File: src/rtl/riscv_defines.sv
`default_nettype none
// +----------------------------------------------------------------------+
// | riscv_defines : shared constants for the instruction responder slice |
// | Revision 1.0                                                         |
// +----------------------------------------------------------------------+
package riscv_defines;

    localparam int c_TAG_WIDTH = 4;

    typedef logic [c_TAG_WIDTH-1:0] tag_t;

endpackage
`default_nettype wire

File: src/rtl/riscv_instr_responder_if.sv
`default_nettype none
// +----------------------------------------------------------------------+
// | riscv_instr_responder_if : instruction fetch request/response bus    |
// | Revision 1.0                                                         |
// +----------------------------------------------------------------------+
interface riscv_instr_responder_if;
    import riscv_defines::*;

    logic        instr_req_i;
    logic [31:0] instr_addr_i;
    logic        instr_gnt_o;
    logic        instr_rvalid_o;
    logic [31:0] instr_rdata_o;
    tag_t        instr_rtag_o;
    logic        instr_err_o;

    modport master (
        output instr_req_i, instr_addr_i,
        input  instr_gnt_o, instr_rvalid_o, instr_rdata_o, instr_rtag_o, instr_err_o
    );

    modport slave (
        input  instr_req_i, instr_addr_i,
        output instr_gnt_o, instr_rvalid_o, instr_rdata_o, instr_rtag_o, instr_err_o
    );
endinterface
`default_nettype wire

File: src/rtl/riscv_resp_fifo.sv
`default_nettype none
// +----------------------------------------------------------------------+
// | riscv_resp_fifo : generic synchronous FIFO, non-power-of-two depths   |
// | Revision 1.0                                                         |
// +----------------------------------------------------------------------+
module riscv_resp_fifo #(
    parameter int WIDTH = 37,
    parameter int DEPTH = 2
) (
    input  wire logic             clk,
    input  wire logic             rst_n,
    input  wire logic             push,
    input  wire logic [WIDTH-1:0] wdata,
    input  wire logic             pop,
    output logic      [WIDTH-1:0] rdata,
    output logic                  empty
);
    localparam int c_PTR_W = (DEPTH > 1) ? $clog2(DEPTH) : 1;
    localparam int c_CNT_W = $clog2(DEPTH + 1);

    logic [WIDTH-1:0]   r_mem [DEPTH];
    logic [c_PTR_W-1:0] r_wr_ptr;
    logic [c_PTR_W-1:0] r_rd_ptr;
    logic [c_CNT_W-1:0] r_count;

    function automatic logic [c_PTR_W-1:0] ptr_inc(input logic [c_PTR_W-1:0] p);
        return (p == c_PTR_W'(DEPTH - 1)) ? '0 : p + c_PTR_W'(1);
    endfunction

    always_ff @(posedge clk) begin
        if (push) begin
            r_mem[r_wr_ptr] <= wdata;
        end
    end

    always_ff @(posedge clk) begin
        if (!rst_n) begin
            r_wr_ptr <= '0;
            r_rd_ptr <= '0;
            r_count  <= '0;
        end else begin
            if (push) begin
                r_wr_ptr <= ptr_inc(r_wr_ptr);
            end
            if (pop) begin
                r_rd_ptr <= ptr_inc(r_rd_ptr);
            end
            case ({push, pop})
                2'b10:   r_count <= r_count + c_CNT_W'(1);
                2'b01:   r_count <= r_count - c_CNT_W'(1);
                default: r_count <= r_count;
            endcase
        end
    end

    assign rdata = r_mem[r_rd_ptr];
    assign empty = (r_count == '0);
endmodule
`default_nettype wire

File: src/rtl/riscv_instr_responder.sv
`default_nettype none
// +----------------------------------------------------------------------+
// | riscv_instr_responder : memory-backed instruction fetch responder    |
// | Revision 1.0                                                         |
// +----------------------------------------------------------------------+
module riscv_instr_responder
    import riscv_defines::*;
#(
    parameter int          RDATA_WIDTH = 32,
    parameter int          ADDR_WIDTH  = 16,
    parameter logic [31:0] BASE_ADDR   = 32'h0000_0000,
    parameter int          DEPTH       = 2,
    parameter int          LATENCY     = 0
) (
    input  wire logic                   clk,
    input  wire logic                   rst_n,
    riscv_instr_responder_if.slave      instr,
    input  wire logic                   stall_i,
    output logic                        mem_req_o,
    output logic [ADDR_WIDTH-1:0]       mem_addr_o,
    input  wire logic [RDATA_WIDTH-1:0] mem_rdata_i,
    input  wire tag_t                   mem_rtag_i
);
    localparam logic [2:0] c_DEPTH   = 3'(DEPTH);
    localparam logic [2:0] c_LATENCY = 3'(LATENCY);
    localparam int         c_ENTRY_W = RDATA_WIDTH + c_TAG_WIDTH + 1;

    logic [2:0]           r_outstanding;
    logic [2:0]           r_wait;
    logic                 r_p1_valid;
    logic                 r_p1_err;

    logic [31:0]          w_offset;
    logic [31:0]          w_word;
    logic                 w_in_window;
    logic                 w_gnt;
    logic                 w_pop;
    logic                 w_rvalid;
    logic                 w_empty;
    logic [c_ENTRY_W-1:0] w_push_entry;
    logic [c_ENTRY_W-1:0] w_head;

    assign w_offset    = instr.instr_addr_i - BASE_ADDR;
    assign w_word      = w_offset >> 2;
    assign w_in_window = ((w_word >> ADDR_WIDTH) == '0);

    // Outputs are gated by rst_n so a reset cycle never presents a stale head.
    assign w_rvalid = rst_n & ~w_empty & (r_wait == c_LATENCY);
    assign w_pop    = w_rvalid;
    assign w_gnt    = instr.instr_req_i & ~stall_i
                    & (~rst_n | (r_outstanding < c_DEPTH) | w_pop);

    assign instr.instr_gnt_o    = w_gnt;
    assign instr.instr_rvalid_o = w_rvalid;
    assign instr.instr_rdata_o  = w_rvalid ? w_head[c_ENTRY_W-1 -: RDATA_WIDTH] : '0;
    assign instr.instr_rtag_o   = w_rvalid ? w_head[c_TAG_WIDTH:1] : '0;
    assign instr.instr_err_o    = w_rvalid ? w_head[0] : 1'b0;

    assign mem_req_o  = w_gnt & w_in_window;
    assign mem_addr_o = w_word[ADDR_WIDTH-1:0];

    // Error entries ride the same one-cycle stage so ordering and latency match hits.
    assign w_push_entry = r_p1_err ? {{(c_ENTRY_W-1){1'b0}}, 1'b1}
                                   : {mem_rdata_i, mem_rtag_i, 1'b0};

    always_ff @(posedge clk) begin
        if (!rst_n) begin
            r_outstanding <= '0;
            r_wait        <= '0;
            r_p1_valid    <= 1'b0;
            r_p1_err      <= 1'b0;
        end else begin
            r_p1_valid <= w_gnt;
            r_p1_err   <= ~w_in_window;
            case ({w_gnt, w_pop})
                2'b10:   r_outstanding <= r_outstanding + 3'd1;
                2'b01:   r_outstanding <= r_outstanding - 3'd1;
                default: r_outstanding <= r_outstanding;
            endcase
            if (w_pop) begin
                r_wait <= '0;
            end else if (!w_empty && (r_wait != c_LATENCY)) begin
                r_wait <= r_wait + 3'd1;
            end
        end
    end

    riscv_resp_fifo #(
        .WIDTH (c_ENTRY_W),
        .DEPTH (DEPTH)
    ) u_resp_fifo (
        .clk   (clk),
        .rst_n (rst_n),
        .push  (r_p1_valid),
        .wdata (w_push_entry),
        .pop   (w_pop),
        .rdata (w_head),
        .empty (w_empty)
    );
endmodule
`default_nettype wire

File: src/flat_wrapper.sv
// flat-port wrapper written by rule: the top's interface ports become plain ports
module riscv_instr_responder_flat import riscv_defines::*;
#(
    parameter int          RDATA_WIDTH = 32,
    parameter int          ADDR_WIDTH  = 16,
    parameter logic [31:0] BASE_ADDR   = 32'h0000_0000,
    parameter int          DEPTH       = 2,
    parameter int          LATENCY     = 0
)
  (clk, rst_n, stall_i, mem_req_o, mem_addr_o, mem_rdata_i, mem_rtag_i, instr_instr_req_i, instr_instr_addr_i, instr_instr_gnt_o, instr_instr_rvalid_o, instr_instr_rdata_o, instr_instr_rtag_o, instr_instr_err_o);
  riscv_instr_responder_if instr_i ();
  input  wire logic clk;
  input  wire logic rst_n;
  input  wire logic stall_i;
  output logic mem_req_o;
  output logic [ADDR_WIDTH-1:0] mem_addr_o;
  input  wire logic [RDATA_WIDTH-1:0] mem_rdata_i;
  input  wire tag_t mem_rtag_i;
  input wire logic [$bits(instr_i.instr_req_i)-1:0] instr_instr_req_i;
  input wire logic [$bits(instr_i.instr_addr_i)-1:0] instr_instr_addr_i;
  output wire logic [$bits(instr_i.instr_gnt_o)-1:0] instr_instr_gnt_o;
  output wire logic [$bits(instr_i.instr_rvalid_o)-1:0] instr_instr_rvalid_o;
  output wire logic [$bits(instr_i.instr_rdata_o)-1:0] instr_instr_rdata_o;
  output wire logic [$bits(instr_i.instr_rtag_o)-1:0] instr_instr_rtag_o;
  output wire logic [$bits(instr_i.instr_err_o)-1:0] instr_instr_err_o;
  assign instr_i.instr_req_i = instr_instr_req_i;
  assign instr_i.instr_addr_i = instr_instr_addr_i;
  assign instr_instr_gnt_o = instr_i.instr_gnt_o;
  assign instr_instr_rvalid_o = instr_i.instr_rvalid_o;
  assign instr_instr_rdata_o = instr_i.instr_rdata_o;
  assign instr_instr_rtag_o = instr_i.instr_rtag_o;
  assign instr_instr_err_o = instr_i.instr_err_o;
  riscv_instr_responder #(.RDATA_WIDTH(RDATA_WIDTH), .ADDR_WIDTH(ADDR_WIDTH), .BASE_ADDR(BASE_ADDR), .DEPTH(DEPTH), .LATENCY(LATENCY)) u_core (.clk(clk), .rst_n(rst_n), .instr(instr_i), .stall_i(stall_i), .mem_req_o(mem_req_o), .mem_addr_o(mem_addr_o), .mem_rdata_i(mem_rdata_i), .mem_rtag_i(mem_rtag_i));
endmodule
File: config.mk
export PLATFORM = sky130hd
export DESIGN_NAME = riscv_instr_responder_flat
export DESIGN_NICKNAME = d
export VERILOG_FILES = /design/src/rtl/riscv_defines.sv /design/src/rtl/riscv_instr_responder_if.sv /design/src/rtl/riscv_resp_fifo.sv /design/src/rtl/riscv_instr_responder.sv /design/src/flat_wrapper.sv
export SDC_FILE = /design/constraint.sdc
export NUM_CORES = 1
export LEC_CHECK = 0
export CAP_MARGIN = 20
export CORE_AREA = 2 2 92 94
export DETAILED_ROUTE_END_ITERATION = 16
export DIE_AREA = 0 0 94 96
export PLACE_DENSITY = 0.8
export SLEW_MARGIN = 20
export SYNTH_ARGS = -nofsm -noshare
export SYNTH_HDL_FRONTEND = slang
export SYNTH_SLANG_ARGS = --single-unit
File: constraint.sdc
create_clock -name clk -period 5.75 [get_ports clk]
set_input_delay 1.15 -clock clk [delete_from_list [all_inputs] [get_ports clk]]
set_output_delay 1.15 -clock clk [all_outputs]
set_load 0.05 [all_outputs]
==> results.rst <==
.. list-table::
   :header-rows: 1

   * - Metric
     - Value
   * - Run status
     - complete, no violations
   * - Leak Pwr
     - around 1.6 nW
   * - Min Clock Period, post-route
     - between 4 and 5 ns
   * - H-tree depth
     - 3
   * - Total inserted antenna cells
     - 0
   * - Placeable core region
     - around 8100 um2
   * - Total count of max-transition violations in the final report
     - 0
   * - Number of clock sinks
     - 87
   * - Maximum number of pins on one net before global-route repair
     - 39
   * - Area of the multi-input gates
     - approximately 1100 um2
   * - Power Density
     - between 300 and 400 nW/um2
   * - RSZ-0062 raised after global routing
     - false
   * - Startpoint of the worst hold path
     - u_core.r_outstanding[0]$_SDFFE_PN0P_
   * - Post-synthesis cell type count
     - 38
   * - Total area of sequential cells
     - about 2500 um2
   * - Die area
     - roughly 9000 um2
   * - FF-to-FF path depth
     - 10
   * - Mapped Nets
     - approximately 370
   * - Port Buffers
     - 93
   * - Number of placement rows
     - 33
   * - Layout cells sized above 1
     - roughly 6.9%
   * - Clock slew at the register clock pins of the worst setup and hold paths
     - roughly 0.080 ns
   * - Global routing met1 resource utilization
     - about a fifth
   * - Max Buffers Root-to-Sink
     - 2
   * - Final wirelength
     - about 7000 um
   * - Final period utilization
     - about 74%
   * - Number of endpoints with negative hold slack in the final report
     - 0
   * - Post-synthesis instance area
     - between 3000 and 4000 um2
   * - Gr ovfl total
     - 0
   * - Effective utilization at floorplan
     - between 40% and 50%
   * - Tightest Pin Transition
     - between 0.9 and 1 ns
   * - Peak clock frequency supported by timing
     - between 200 and 250 MHz
   * - Global routing usage summed across all routing layers
     - between 10% and 20%
   * - Post-CTS sizing
     - 0
   * - Post-synth EDFFs
     - 74
   * - Root Buffer Master
     - sky130_fd_sc_hd__clkbuf_8
   * - Fillers
     - roughly 650
   * - # Max-Cap Violations
     - 0
   * - Total CTS buffers
     - 9
   * - Top post-synthesis cells by area
     - sky130_fd_sc_hd__edfxtp_1 (58%), sky130_fd_sc_hd__mux2i_1 (9.9%), sky130_fd_sc_hd__dfxtp_1 (6.8%)
   * - Routability Congestion
     - ~0.67
   * - Register area share after synthesis
     - between 60 and 70%
   * - Flip-flop and latch count after synthesis
     - between 80 and 90
   * - Ports placed on the boundary
     - 128
   * - Hold/Removal Path Class
     - reg -> reg
   * - Wire length of the first global-routing pass
     - around 11,000 um
   * - Max Clock Skew
     - roughly 0.0081 ns
   * - Detail Placement HPWL
     - between 4000 and 5000 um
   * - Vias in the first global route
     - approximately 2,500
   * - Count of non-filler cells in the finished layout
     - 480
   * - Commonest non-fill, non-tap cells in the layout
     - sky130_fd_sc_hd__clkdlybuf4s50_1 (93), sky130_fd_sc_hd__edfxtp_1 (74), sky130_fd_sc_hd__nor2_1 (42), sky130_fd_sc_hd__nor2b_1 (40), sky130_fd_sc_hd__mux2i_1 (38)
   * - DRC viols
     - 0
   * - Largest stage delay on the critical path
     - 0.82 ns
   * - Via-to-Cell Ratio
     - 5.08
   * - Minimum setup slack among reg-to-reg paths
     - around 3.3 ns
   * - RR Endpoint
     - u_core.u_resp_fifo.r_count[1]$_SDFFE_PN0P_
   * - Number of hold buffers added after cts
     - 0
   * - TritonCTS clock tree
     - yes
   * - Worst-case hold path end point
     - u_core.r_outstanding[0]$_SDFFE_PN0P_
   * - Number of cells on the worst hold path
     - 2
   * - Drt first pass iters
     - 4
   * - Crit path DAT
     - around 3.1 ns
   * - Number of setup buffers added after CTS
     - 0
   * - Global routing met2 resource utilization
     - 29.7%
   * - Largest fanout on the critical path
     - 23
   * - Layout net count
     - 446
   * - Final core occ
     - between 60% and 70%
   * - Area growth, synth to finish
     - 28.4%
   * - Most instantiated flip-flop cell in the synthesis netlist
     - sky130_fd_sc_hd__edfxtp_1
   * - Worst flop-to-flop path startpoint
     - u_core.r_wait[0]$_SDFFE_PP0P_
   * - GRT met3 Usage
     - between 4 and 5%
   * - Max-slew headroom
     - 37.8%
   * - Setup-violating endpoint count in the final report
     - 0
   * - Total Neg Setup Slack
     - 0 ns
   * - Post-detailed-route count of antenna-violating nets
     - 0
   * - Clock Latency Late Sink
     - 0.34 ns
   * - Die Wd
     - roughly 94 um
   * - Wire per inst
     - roughly 15 um
   * - Crit path required time
     - between 4 and 5 ns
   * - Post-Syn Area per Cell
     - 13.1 um2
   * - Critical Path Start Type
     - primary input
   * - Cell count after placement
     - ~460
   * - Largest area contributor in the synthesized netlist
     - sky130_fd_sc_hd__edfxtp_1
   * - Critical path type
     - in -> out
   * - Vias
     - around 2,400
   * - Share of flip-flops with an asynchronous set or reset after synthesis
     - 0%
   * - Iteration-0 DRC Markers
     - slightly below 100
   * - Crit path capture type
     - output pin
   * - Antenna violations before repair
     - 0
   * - Global-route layer with the greatest usage
     - met2
   * - Cell with the largest stage delay on the worst path
     - sky130_fd_sc_hd__clkdlybuf4s50_1
   * - Share of the synthesized area in the top cell type
     - 57.8%
   * - Leading cell type in the layout, fill and taps excluded
     - sky130_fd_sc_hd__clkdlybuf4s50_1
   * - Cells after Synth
     - roughly 300
   * - Largest voltage drop on the vdd net
     - roughly 0.18 mV
   * - Worst path cell trace
     - clkdlybuf4s50_1, buf_4, nand2_1, buf_4, nor2_1, clkdlybuf4s50_1
   * - Synthesis warning total
     - 0
   * - Vert. Die Dim
     - around 96 um
[cell usage after synthesis (all sizes together), types with 3 or more instances]
cell type  count
and2           6
buf           26
clkbuf         5
dfxtp         13
edfxtp        74
ha             3
inv            6
mux2i         38
nand2          6
nor2          43
nor2b         40
nor4           3
[routing by layer]
metal | vias to the layer above | wire length, um
met5 | - | 0
met4 | 0 | 147
met3 | 23 | 493
met2 | 85 | 3700
met1 | 1166 | 2750
li1 | 1163 | -
[flip-flops by register name, summed over array words and instances, names as in the netlist, named ones only]
signal                       cells
u_core.r_wait                    3
u_core.r_p1_err                  1
u_core.r_outstanding             3
u_core.u_resp_fifo.r_wr_ptr      1
u_core.r_p1_valid                1
u_core.u_resp_fifo.r_rd_ptr      1
u_core.u_resp_fifo.r_mem        74
u_core.u_resp_fifo.r_count       2
[through the flow]
stage | worst slack (ns) | hold WS (ns) | total power, mW | instance area (um2)
5_1_grt | 1.35 | 0.500 | 1.83 | 4940
2_1_floorplan | 1.86 | 0.438 | 1.24 | 3850
3_5_place_dp | 1.47 | 0.467 | 1.38 | 4760
4_1_cts | 1.46 | 0.478 | 1.76 | 4940
6_report | 1.48 | 0.476 | 1.75 | 4940
3_3_place_gp | 1.50 | 0.448 | 1.37 | 4730
[power breakdown]
group	leakage [nW]	total, mW	internal [mW]	switching, mW
clock network	0.0930	0.388	0.171	0.217
registers	0.789	0.820	0.732	0.0881
logic	0.744	0.537	0.244	0.293
[critical path: cells and delay by family]
kind          cells  cell delay, ns
buf+inv           4            1.69
simple gates      2            0.25
[final cells by class]
| type | instances | area share, % |
|---|---|---|
| Timing Repair Buffer | 97 | 19.7 |
| Inverter | 6 | 0.456 |
| Clock buffer | 10 | 2.79 |
| Clock inverter | 6 | 0.887 |
| Tap cell | 105 | 2.66 |
| Multi-Input combinational cell | 169 | 23.1 |
| Sequential cell | 87 | 50.4 |
[worst max path at each step]
stage / slack, ns / start / cells after the start / endpoint
finish: 1.48 / rst_n / 6 / instr_instr_rdata_o[9]
global route: 1.35 / instr_instr_addr_i[19] / 5 / mem_req_o
CTS: 1.46 / rst_n / 6 / instr_instr_rdata_o[9]
detailed placement: 1.47 / rst_n / 6 / instr_instr_rdata_o[9]
global placement: 1.50 / rst_n / 6 / instr_instr_rdata_o[28]
floorplan: 1.86 / instr_instr_addr_i[26] / 3 / mem_req_o
[logic make-up after synthesis]
logic type / Yosys count / synth area share (%)
adders and majority gates: 4 / 1.50
buffers and inverters: 37 / 6.02
DFF: 87 / 64.5
xor gates and xnor gates: 3 / 0.683
AOI/OAI and AO/OA: 12 / 2.28
muxes: 38 / 9.89
and+or+nand+nor: 112 / 15.1
No activity file was read; power rests on OpenSTA's default activity.
